`config.mk`:
```
export PLATFORM = sky130hd
export DESIGN_NAME = alu_muldiv
export DESIGN_NICKNAME = d
export VERILOG_FILES = /design/src/rtl/alu_muldiv.sv
export SDC_FILE = /design/constraint.sdc
export NUM_CORES = 1
export LEC_CHECK = 0
export BUFFER_PORTS_ARGS = -buffer_cell sky130_fd_sc_hd__buf_2
export CELL_PAD_IN_SITES_DETAIL_PLACEMENT = 1
export CELL_PAD_IN_SITES_GLOBAL_PLACEMENT = 2
export CORE_MARGIN = 2
export CORE_UTILIZATION = 39
export DETAILED_ROUTE_END_ITERATION = 10
export HOLD_SLACK_MARGIN = 0.06
export PLACE_DENSITY_LB_ADDON = 0.2
export SETUP_SLACK_MARGIN = 0.2
export SYNTH_ARGS = -nofsm -noshare
export SYNTH_HDL_FRONTEND = slang
export SYNTH_SLANG_ARGS = --single-unit
```
`constraint.sdc`:
```
create_clock -name clk -period 12.35 [get_ports clk]
set_input_delay 2.47 -clock clk [delete_from_list [all_inputs] [get_ports clk]]
set_output_delay 2.47 -clock clk [all_outputs]
set_load 0.05 [all_outputs]
```
`src/rtl/alu_muldiv.sv`:
```
// -----------------------------------------------------------------------------
// alu_muldiv
//
// Multi-cycle EX-stage ALU. It keeps the single-cycle logic and arithmetic ops
// of the original 32-bit ALU but registers their results. It also adds
// MIPS-style iterative multiply and divide into internal HI/LO registers, and
// MFHI/MFLO readout of those registers.
//
// Handshake (valid/ready):
//   - A request is "start" and is ready to be taken whenever busy=0.
//   - start=1 while busy=1 is ignored; nothing is queued.
//   - op, a and b are captured at the accepting edge.
//   - done pulses for exactly one cycle per accepted request.
//   - z and zero stay valid and held from that done pulse until the next done.
//
// Ports:
//   clk          rising-edge clock
//   reset        synchronous, active-high reset
//   start        request strobe, sampled only when busy=0
//   op[3:0]      operation code, sampled with start
//   a, b         operands (dividend/multiplicand, divisor/multiplier)
//   busy         high from the cycle after a mult/div accept until done
//   done         one-cycle result-valid pulse
//   z            registered result
//   zero         registered (z == 0)
//   hi, lo       HI/LO registers (product halves, or remainder/quotient)
//   div_by_zero  pulses with done when DIV/DIVU is issued with b == 0
// -----------------------------------------------------------------------------
module alu_muldiv #(
    parameter int WIDTH = 32
) (
    input  logic             clk,
    input  logic             reset,
    input  logic             start,
    input  logic [3:0]       op,
    input  logic [WIDTH-1:0] a,
    input  logic [WIDTH-1:0] b,
    output logic             busy,
    output logic             done,
    output logic [WIDTH-1:0] z,
    output logic             zero,
    output logic [WIDTH-1:0] hi,
    output logic [WIDTH-1:0] lo,
    output logic             div_by_zero
);

    // Iteration counter width; derived from WIDTH only.
    localparam int CNT_W = $clog2(WIDTH) + 1;

    localparam logic [CNT_W-1:0] LAST_ITER = CNT_W'(WIDTH - 1);

    localparam logic [3:0] OP_AND   = 4'b0000;
    localparam logic [3:0] OP_OR    = 4'b0001;
    localparam logic [3:0] OP_ADD   = 4'b0010;
    localparam logic [3:0] OP_MFHI  = 4'b0011;
    localparam logic [3:0] OP_MFLO  = 4'b0100;
    localparam logic [3:0] OP_SUB   = 4'b0110;
    localparam logic [3:0] OP_SLT   = 4'b0111;
    localparam logic [3:0] OP_MULT  = 4'b1000;
    localparam logic [3:0] OP_MULTU = 4'b1001;
    localparam logic [3:0] OP_DIV   = 4'b1010;
    localparam logic [3:0] OP_DIVU  = 4'b1011;
    localparam logic [3:0] OP_NOR   = 4'b1100;

    typedef enum logic [1:0] {
        S_IDLE = 2'd0,
        S_MUL  = 2'd1,
        S_DIV  = 2'd2,
        S_FIN  = 2'd3
    } state_t;

    state_t state;

    logic [CNT_W-1:0] cnt;
    // Shared iteration datapath.
    //   Multiply: acc is the running upper half of the product; sh shifts the
    //             multiplier out at the bottom while product bits enter at the
    //             top.
    //   Divide:   acc is the partial remainder; sh shifts the dividend out at
    //             the top while quotient bits enter at the bottom.
    logic [WIDTH-1:0] acc;
    logic [WIDTH-1:0] sh;
    logic [WIDTH-1:0] dvs;      // multiplicand or divisor magnitude
    logic             is_div;   // FIN selects the divide or the multiply writeback
    logic             neg_q;    // negate product / quotient at FIN
    logic             neg_r;    // negate remainder at FIN (sign of dividend)

    // ------------------------------------------------------------------------
    // Operand magnitudes. Only the signed ops (MULT, DIV) take |x|.
    // Negating the most-negative value yields 2^(WIDTH-1), which is exactly
    // its magnitude when read as unsigned.
    // ------------------------------------------------------------------------
    logic             is_signed;
    logic             a_neg;
    logic             b_neg;
    logic [WIDTH-1:0] a_mag;
    logic [WIDTH-1:0] b_mag;

    always_comb begin
        is_signed = (op == OP_MULT) || (op == OP_DIV);
        a_neg     = is_signed & a[WIDTH-1];
        b_neg     = is_signed & b[WIDTH-1];
        a_mag     = a_neg ? (~a + 1'b1) : a;
        b_mag     = b_neg ? (~b + 1'b1) : b;
    end

    // ------------------------------------------------------------------------
    // Single-cycle results
    // ------------------------------------------------------------------------
    logic             slt_bit;
    logic [WIDTH-1:0] alu_res;

    always_comb begin
        slt_bit = $signed(a) < $signed(b);
        alu_res = '0;
        case (op)
            OP_AND:  alu_res = a & b;
            OP_OR:   alu_res = a | b;
            OP_ADD:  alu_res = a + b;
            OP_SUB:  alu_res = a - b;
            OP_SLT:  alu_res = {{(WIDTH-1){1'b0}}, slt_bit};
            OP_NOR:  alu_res = ~(a | b);
            OP_MFHI: alu_res = hi;
            OP_MFLO: alu_res = lo;
            default: alu_res = '0;
        endcase
    end

    // ------------------------------------------------------------------------
    // One shift-add multiply step: add the multiplicand into the upper half
    // when the current multiplier bit is set, then shift the whole 2*WIDTH
    // value right by one. The carry out of the add becomes the new top bit.
    // ------------------------------------------------------------------------
    logic [WIDTH:0] mul_sum;

    always_comb begin
        mul_sum = {1'b0, acc} + (sh[0] ? {1'b0, dvs} : {(WIDTH+1){1'b0}});
    end

    // ------------------------------------------------------------------------
    // One restoring-divide step: shift the next dividend bit into the partial
    // remainder, then try to subtract the divisor. A borrow (top bit set)
    // means the trial failed, so the shifted remainder is kept instead.
    // ------------------------------------------------------------------------
    logic [WIDTH:0] div_shift;
    logic [WIDTH:0] div_diff;
    logic           div_ok;

    always_comb begin
        div_shift = {acc, sh[WIDTH-1]};
        div_diff  = div_shift - {1'b0, dvs};
        div_ok    = ~div_diff[WIDTH];
    end

    // ------------------------------------------------------------------------
    // Final sign fix-up. The quotient takes sign(a)^sign(b) and the remainder
    // takes sign(a). Most-negative / -1 gives a magnitude quotient of
    // 2^(WIDTH-1); negating it wraps back to the most-negative value.
    // ------------------------------------------------------------------------
    logic [2*WIDTH-1:0] prod_mag;
    logic [2*WIDTH-1:0] prod_fin;
    logic [WIDTH-1:0]   quo_fin;
    logic [WIDTH-1:0]   rem_fin;
    logic [WIDTH-1:0]   fin_hi;
    logic [WIDTH-1:0]   fin_lo;

    always_comb begin
        prod_mag = {acc, sh};
        prod_fin = neg_q ? (~prod_mag + 1'b1) : prod_mag;
        quo_fin  = neg_q ? (~sh + 1'b1) : sh;
        rem_fin  = neg_r ? (~acc + 1'b1) : acc;
        if (is_div) begin
            fin_hi = rem_fin;
            fin_lo = quo_fin;
        end else begin
            fin_hi = prod_fin[2*WIDTH-1:WIDTH];
            fin_lo = prod_fin[WIDTH-1:0];
        end
    end

    // ------------------------------------------------------------------------
    // Control FSM and all registered outputs
    // ------------------------------------------------------------------------
    always_ff @(posedge clk) begin
        if (reset) begin
            state       <= S_IDLE;
            cnt         <= '0;
            acc         <= '0;
            sh          <= '0;
            dvs         <= '0;
            is_div      <= 1'b0;
            neg_q       <= 1'b0;
            neg_r       <= 1'b0;
            busy        <= 1'b0;
            done        <= 1'b0;
            div_by_zero <= 1'b0;
            z           <= '0;
            zero        <= 1'b1;
            hi          <= '0;
            lo          <= '0;
        end else begin
            // Pulse outputs default low; each accepted op raises them once.
            done        <= 1'b0;
            div_by_zero <= 1'b0;

            case (state)
                S_IDLE: begin
                    if (start) begin
                        case (op)
                            OP_MULT, OP_MULTU: begin
                                state  <= S_MUL;
                                busy   <= 1'b1;
                                cnt    <= '0;
                                acc    <= '0;
                                sh     <= b_mag;
                                dvs    <= a_mag;
                                is_div <= 1'b0;
                                neg_q  <= a_neg ^ b_neg;
                                neg_r  <= 1'b0;
                            end
                            OP_DIV, OP_DIVU: begin
                                if (b == '0) begin
                                    // No iteration; HI/LO keep their values.
                                    done        <= 1'b1;
                                    div_by_zero <= 1'b1;
                                    z           <= '0;
                                    zero        <= 1'b1;
                                end else begin
                                    state  <= S_DIV;
                                    busy   <= 1'b1;
                                    cnt    <= '0;
                                    acc    <= '0;
                                    sh     <= a_mag;
                                    dvs    <= b_mag;
                                    is_div <= 1'b1;
                                    neg_q  <= a_neg ^ b_neg;
                                    neg_r  <= a_neg;
                                end
                            end
                            default: begin
                                z    <= alu_res;
                                zero <= (alu_res == '0);
                                done <= 1'b1;
                            end
                        endcase
                    end
                end

                S_MUL: begin
                    acc <= mul_sum[WIDTH:1];
                    sh  <= {mul_sum[0], sh[WIDTH-1:1]};
                    cnt <= cnt + 1'b1;
                    if (cnt == LAST_ITER) begin
                        state <= S_FIN;
                    end
                end

                S_DIV: begin
                    if (div_ok) begin
                        acc <= div_diff[WIDTH-1:0];
                        sh  <= {sh[WIDTH-2:0], 1'b1};
                    end else begin
                        acc <= div_shift[WIDTH-1:0];
                        sh  <= {sh[WIDTH-2:0], 1'b0};
                    end
                    cnt <= cnt + 1'b1;
                    if (cnt == LAST_ITER) begin
                        state <= S_FIN;
                    end
                end

                S_FIN: begin
                    hi    <= fin_hi;
                    lo    <= fin_lo;
                    z     <= '0;
                    zero  <= 1'b1;
                    done  <= 1'b1;
                    busy  <= 1'b0;
                    state <= S_IDLE;
                end

                default: begin
                    state <= S_IDLE;
                    busy  <= 1'b0;
                end
            endcase
        end
    end

endmodule

```
======== Yosys cells after proc, flatten, opt, wreduce, memory -nomap -nowiden ========
Index checks and enable logic that the tools add are counted.
W data, S select, Z words.
storage, ports and cells
  bits in registers ....................... 207
  input bits .............................. 71
  output and inout port bits .............. 100
  word-level logic and storage cells ...... 132
cells by class
  add/subtract/negate cells ............... 10
  magnitude comparators ................... 1
  equal/unequal tests ..................... 22
  multiplexer cells ....................... 51
  bitwise gates (word level) .............. 14
  reductions and logical operators ........ 19
operators by type and width
  operator                 number
  $mux W32                 15
  $pmux W32 S2             5
  $pmux W32 S8             1
  $pmux W32 S3             2
  $not A32 Y32             5
  $add A32 B1 Y32 const B  4
  $add A64 B1 Y64 const B  1
  $logic_not A32 Y1        2
  $mux W64                 1
  $not A64 Y64             1
  $add A32 B32 Y33         1
  $sub A33 B32 Y33         1
  $add A32 B32 Y32         1
  $and A32 B32 Y32         1
  $lt A32 B32 Y1           1
  $or A32 B32 Y32          1
  $sub A32 B32 Y32         1
  $pmux W6 S2              2
  $reduce_and A4 Y1        6
  $eq A4 B4 Y1 const B     5
  $pmux W1 S2              9
  $eq A4 B3 Y1 const B     3
  $mux W6                  2
  $mux W1                  9
  other kinds (23)         37

======== Logic depth before layout (Yosys ltp) ========
Gate-level depths: netlist (run 1).
  word-level depth ........................ 8
  gate-level depth with buffers ........... 17
  gate-level depth less buffers ........... 15

======== Worst setup path before layout (run 1) ========
No wires, ideal clock.
  path kind ............................... input to register
  from .................................... input b[6]
  to ...................................... register zero
  setup time .............................. 0.096 ns
  data arrival time ....................... 5.868 ns
  data required time ...................... 12.254 ns
  slack ................................... 6.386 ns
  cell stages on the path ................. 14
  buffers on the path ..................... 1
  path through ............................ inv_1 -> ha_1 -> buf_6 -> a21oi_2 -> o221ai_2 -> or3b_1 -> o21a_4 -> a41o_4 -> a21o_1 -> a2111oi_4 -> a21oi_2 -> or4b_1 -> or4_1 -> o41ai_2
on the way
  longest elaborated chain between the ends .. 7
  elaborated cells on any way between the ends .. 14
  classes of those cells .................. 2 x add/sub; 1 x order compare; 1 x eq/ne; 4 x mux; 3 x bitwise; 3 x reduce/logical
RTL lines
  item                                                      line  text
  start, declared                                           37    input logic [WIDTH-1:0] b,
  branches (longest 7 deep; another with $sub A32 B32 Y32)  --
  end signal, assigned                                      242   zero <= (alu_res == '0);
  end, declared                                             41    output logic zero,
Parallel ways; which one is timed is not known. The select of a mux whose other input is x is not followed.
A chain may end at the register's enable or synchronous reset.

======== Final worst setup path (run 1) ========
  from .................................... input a[1]
  to ...................................... register zero
on the way
  longest elaborated chain between the ends .. 7
  elaborated cells on any way between the ends .. 11
  classes of those cells .................. 2 x add/sub; 1 x order compare; 4 x mux; 3 x bitwise; 1 x reduce/logical
RTL lines
  item                                                      line  text
  start, declared                                           36    input logic [WIDTH-1:0] a,
  branches (longest 2 deep; another with $sub A32 B32 Y32)  --
  $pmux W32 S8 *                                            116   case (op)
  $logic_not A32 Y1 *                                       242
  $pmux W1 S2 *                                             209   case (op)
  $mux W1 *                                                 208   if (start) begin
  $pmux W1 S2 *                                             206   case (state)
Every way passes the cells marked *. The select of a mux whose other input is x is not followed.

==> flow_summary.toml, run 1 <==
[outcome]
status = "complete, no violations"

[drt]
viasPerCell = 6.28
antenna_left = 0
wl_met2_um = 45200
vias = 23579
avgRoutedWirePerCell_um = 26.5
met3_length_um = 5420
top_layer_used = "met4"
wl_um = 99500
firstDrtPassIters = 5
drtIter0Drc = 1671
wl_met1_um = 45000
drc_errors = 0

[worst_setup_path]
endpoint_kind = "register"
crit_top_cell = "o221ai_1"
worstSetupPathType = "in2reg"
startpoint_type = "input port"
cp_num_buf_inv = 2
cpMaxStageDelayCell = "a21oi_1"
critPathMaxFanout = 6
crit_chain = "buf_2, inv_1, ha_1, nor2_1, o221ai_1, a21oi_1, a31oi_1, o41ai_1, o221ai_1, a21boi_0, nor4b_1, or4b_1, or4_1, o41ai_2"
cp.arrival_ps = 7050
critPathMaxStageDelay_ps = 600
cpLargestDelayFamily = "compound AO/OA/AOI/OAI gates"
crit_required_ps = 12810

[floorplan]
dieArea_um2 = 56900
core_area_um2 = 54100
placementRows = 85
ioPinCount = 171
die_x_um = 239
start_util = 0.396
die_h_um = 239

[timing]
setup_viol = 0
final.setup_skew_ps = 18.8
slew_headroom = 0.114
hold_viol = 0
rsz0062_at_grt = "false"
finalMaxSlewViolations = 0
fmaxAchievable_mhz = 152
finalCritPeriodShare = 0.533
tightest_slew_ps = 1310
setup_tns_ps = 0
min_period_ps = 6590

[synthesis]
yosysMostFrequentCell = "nor2_1"
ys_seq_area_frac = 0.193
ys_types = 90
ys_warn_count = 0
synth_area_leader_cell = "dfxtp_1"
synth_top_area_share = 0.193
avgSynthCellArea_um2 = 7.16
ys_seq_elements = 207
yosys-top-cells-area = "dfxtp_1 19%, ha_1 11%, nor2_1 6.2%"
synth_fp_nets = 3254
synth_compound_area_frac = 0.310
synth_top_family_by_area = "compound AO/OA/AOI/OAI gates"
synthTopCellsByCount = "354 x nor2_1, 292 x nand2_1, 247 x a21oi_1"
synthXorXnorAreaFrac = 0.0731
async_reset_ff_frac = 0
synth_edf_count = 0
ys.flop_type = "dfxtp_1"
synth.area.mux_share = 0.0299
synthAdderAreaFrac = 0.110
netlist_area_um2 = 21500
syn_inst = 2996
synth-simple-area-share = 0.220

[clock_tree]
post_cts_buffers = 0
cts_root_buf = "clkbuf_16"
cts_sinks = 207
ctsResizeCount = 0
clk_pin_slew_ps = 60
tritoncts = "done"
hold_buffers = 0
clk_latency_ps = 570
htreeDepth = 1
cts_buffers = 27
cts_max_path_buffers = 3

[pwr]
leakagePower_nw = 9.97
power.total_mw = 3.17
pwr_density_cell_nw_per_um2 = 134
ir_worst_vdd_uv = 84.6

[grt]
grt_pass1_vias = 23754
grt_antenna_before_repair = 5
grt_pass1_wl_um = 149000
grt_max_degree = 94
grt_overflow = 0
grt_usage = 0.339

[run]
drv_cap = 0

[place]
io_buffers = 170
gp_congestion = 0.968
place_hpwl_um = 78900

[finish]
nNetsFinal = 3293
post-route-util = 0.438
layout-drive-gt1-share = 0.103
area_growth_syn_to_layout_pct = 10.5

[hold_path]
holdCritPathClass = "reg2reg"
==> path summary, 6_finish.rpt <==
kind	from	to	slack [ps]	depth (start not counted)
max	a[1]	zero	5760	14
min	z[25]	z[25]	450	2
max reg2reg	sh[31]	acc[31]	7280	16
min reg2reg	z[25]	z[25]	450	2
==> kinds of logic after synthesis <==
group / Yosys count
AND/OR/NAND/NOR: 1018
flip-flops: 207
buffers and inverters: 352
multiplexers: 63
adder cells (fa/ha/maj): 187
XOR/XNOR: 179
AO/OA/AOI/OAI: 990
==> metal layers <==
metal / global-route usage / vias up
met4: 0.128 / 0
li1: - / 10957
met3: 0.0343 / 162
met2: 0.553 / 792
met5: 0 / -
met1: 0.462 / 11668
==> layout make-up <==
type	count	area, um2
inverter	160	601
antenna	6	15.0
sequential	207	4140
multi-input combinational	2437	16100
clock inverter	14	134
timing repair buffer	202	1100
clock buffer	35	766
tap	696	871
fill	6862	30400
==> worst min-delay path, cell delays in order (launching register included) <==
cell and delay (ps):
dfxtp_1 310, nand2_1 50, a21oi_1 50
==> per-stage QoR <==
step           area, um2  hold slack (ps)  setup slack [ps]  cells
2_1_floorplan      21500              432              6390   2996
3_3_place_gp       22800              439              5350   3702
3_5_place_dp       22800              448              5240   3702
4_1_cts            23700              455              5820   3751
5_1_grt            23700              473              5460   3755
6_report           23700              452              5760   3757
==> where the power goes <==
| part | switching [mW] | leakage, nW | internal [mW] |
|---|---|---|---|
| registers | 0.141 | 1.68 | 0.753 |
| clock network | 0.342 | 0.450 | 0.477 |
| logic | 0.990 | 7.84 | 0.471 |
==> state kept, by name, indices dropped and copies added (netlist names), 2 cells and up <==
name	cells
hi	32
lo	32
acc	32
dvs	32
state	2
z	32
cnt	6
sh	32
==> placed cells by master (no fill, tap or decap), types with 56 or more instances in the layout <==
cell type  instances
nand3_1           68
o21ai_0          168
buf_2            169
nor2_1           351
dfxtp_1          207
a21o_1            61
a22oi_1          104
xnor2_1          122
xor2_1            57
nor3_1            56
a211oi_1         103
inv_1            159
nand2_1          291
ha_1             181
a21oi_1          247
Power figures use the tool's default switching activity.
==> inputs of run 2 (changes only) <==
--- a/config.mk
+++ b/config.mk
@@ -9,7 +9,7 @@
 export CELL_PAD_IN_SITES_DETAIL_PLACEMENT = 1
 export CELL_PAD_IN_SITES_GLOBAL_PLACEMENT = 2
 export CORE_MARGIN = 2
-export CORE_UTILIZATION = 39
+export CORE_UTILIZATION = 32
 export DETAILED_ROUTE_END_ITERATION = 10
 export HOLD_SLACK_MARGIN = 0.06
 export PLACE_DENSITY_LB_ADDON = 0.2
==> constraint.sdc (replaced) <==
create_clock -name clk -period 5.9 [get_ports clk]
set_input_delay 1.18 -clock clk [delete_from_list [all_inputs] [get_ports clk]]
set_output_delay 1.18 -clock clk [all_outputs]
set_load 0.05 [all_outputs]
==> flow_summary.toml, run 2 (synthesis gave the netlist of run 1 again) <==
[worst_setup_path]
rrSetupSlack_ps = 1340
startpoint_type = "input port"
worstSetupPathType = "in2reg"
critPathMaxFanout = 5
r2r_cells = 11
crit_required_ps = 6400
r2r-start = "sh[9]"
cp.arrival_ps = 5560
r2r-end = "hi[21]"
endpoint_kind = "register"

[timing]
min_period_ps = 5060
holdWs_ps = 457
rsz0062_at_grt = "false"
slew_headroom = 0.273
finalMaxSlewViolations = 0
finalCritPeriodShare = 0.858
setup_viol = 0
worst_slack_ps = 837
setup_tns_ps = 0
fmaxAchievable_mhz = 198
final.setup_skew_ps = 24.9
hold_viol = 0
tightest_slew_ps = 1080

[clock_tree]
ctsResizeCount = 0
clk_pin_slew_ps = 60
cts_buffers = 29
hold_buffers = 0
clk_latency_ps = 600
post_cts_buffers = 0
cts_root_buf = "clkbuf_16"
tritoncts = "done"
cts_max_path_buffers = 3
htreeDepth = 1
cts_sinks = 207

[grt]
grt_max_degree = 114
grt_antenna_before_repair = 6
grt_pass1_wl_um = 162000
grt_pass1_vias = 24156
grt_overflow = 0
grt_usage = 0.305

[hold_path]
min-delay-start = "dvs[13]"
holdCritPathClass = "reg2reg"
whs_endpoint = "dvs[13]"
hold_path_depth = 2

[pwr]
leakagePower_nw = 10.4
ir_worst_vdd_uv = 244
pwr-share-clk = 0.279
pwr-share-seq = 0.267
combPwrFrac = 0.454
p_sw_mw = 3.20
pwr_density_cell_nw_per_um2 = 285
switching_share = 0.456
internal_power_mw = 3.81

[finish]
post-route-util = 0.371
nNetsFinal = 3354
layout-drive-gt1-share = 0.122
area_growth_syn_to_layout_pct = 14.4
final_common_cell = "nor2_1"
final_cell_mix = "351 x nor2_1, 291 x nand2_1, 247 x a21oi_1"
fin_area_um2 = 24500

[place]
place_hpwl_um = 88600
gp_congestion = 0.966
dp_worst_setup_slack_ps = 329
placed_area_um2 = 23500
io_buffers = 170

[outcome]
status = "complete, no violations"

[floorplan]
placementRows = 94
core_area_um2 = 66100
dieArea_um2 = 69100
ioPinCount = 171
start_util = 0.325
die_x_um = 263
die_h_um = 263

[drt]
avgRoutedWirePerCell_um = 27.4
firstDrtPassIters = 5
viasPerCell = 6.00
wl_um = 109000
drc_errors = 0
antenna_left = 0
drtIter0Drc = 1619
vias = 23922

[run]
drv_cap = 0
-- run 2: worst max-delay path by stage --
stage / start / end / slack [ps] / cells after the start
6_report: a[0] / zero / 840 / 15
5_1_grt: b[5] / zero / 500 / 15
3_3_place_gp: a[0] / zero / 350 / 15
4_1_cts: a[0] / zero / 900 / 15
3_5_place_dp: a[0] / zero / 330 / 15
2_1_floorplan: b[6] / zero / 1230 / 14
-- run 2: critical path, stage by stage --
cell,delay (ps)
buf_2,170
ha_1,260
inv_1,80
fa_1,390
nor2b_1,270
o31a_1,250
o21a_1,220
o211ai_1,170
a31oi_1,500
mux2i_1,270
o311ai_0,260
nor4b_1,370
or4b_1,480
or4_1,500
o41ai_2,200
-- run 2: power groups by stage --
stage / clock, mW / sequential [mW] / combinational, mW
2_1_floorplan: 0 / 1.97 / 1.95
3_3_place_gp: 0 / 1.88 / 3.11
3_5_place_dp: 0 / 1.89 / 3.14
4_1_cts: 1.99 / 1.86 / 3.16
5_1_grt: 2.04 / 1.89 / 3.45
6_report: 1.95 / 1.87 / 3.18
-- run 2: final cells by class --
class                           count  area (um2)
Inverter                          160         601
Timing Repair Buffer              261        1580
Antenna cell                        2        5.00
Tap cell                          864        1080
Fill cell                        8177       41600
Clock inverter                     19         250
Multi-Input combinational cell   2437       16100
Clock buffer                       34         785
Sequential cell                   207        4140
-- run 2: routing by layer --
layer	wire length [um]	track usage	vias to the layer above
met3	5280	0.0311	159
met1	49900	0.412	11962
met4	4130	0.109	2
li1	-	-	11090
met2	49900	0.505	709
met5	13	0	-
-- run 2: stage by stage --
step / instances / power (mW)
floorplan: 2996 / 3.92
global placement: 3929 / 4.99
detailed placement: 3929 / 5.03
CTS: 3982 / 7.01
global route: 3983 / 7.39
finish: 3984 / 7.00
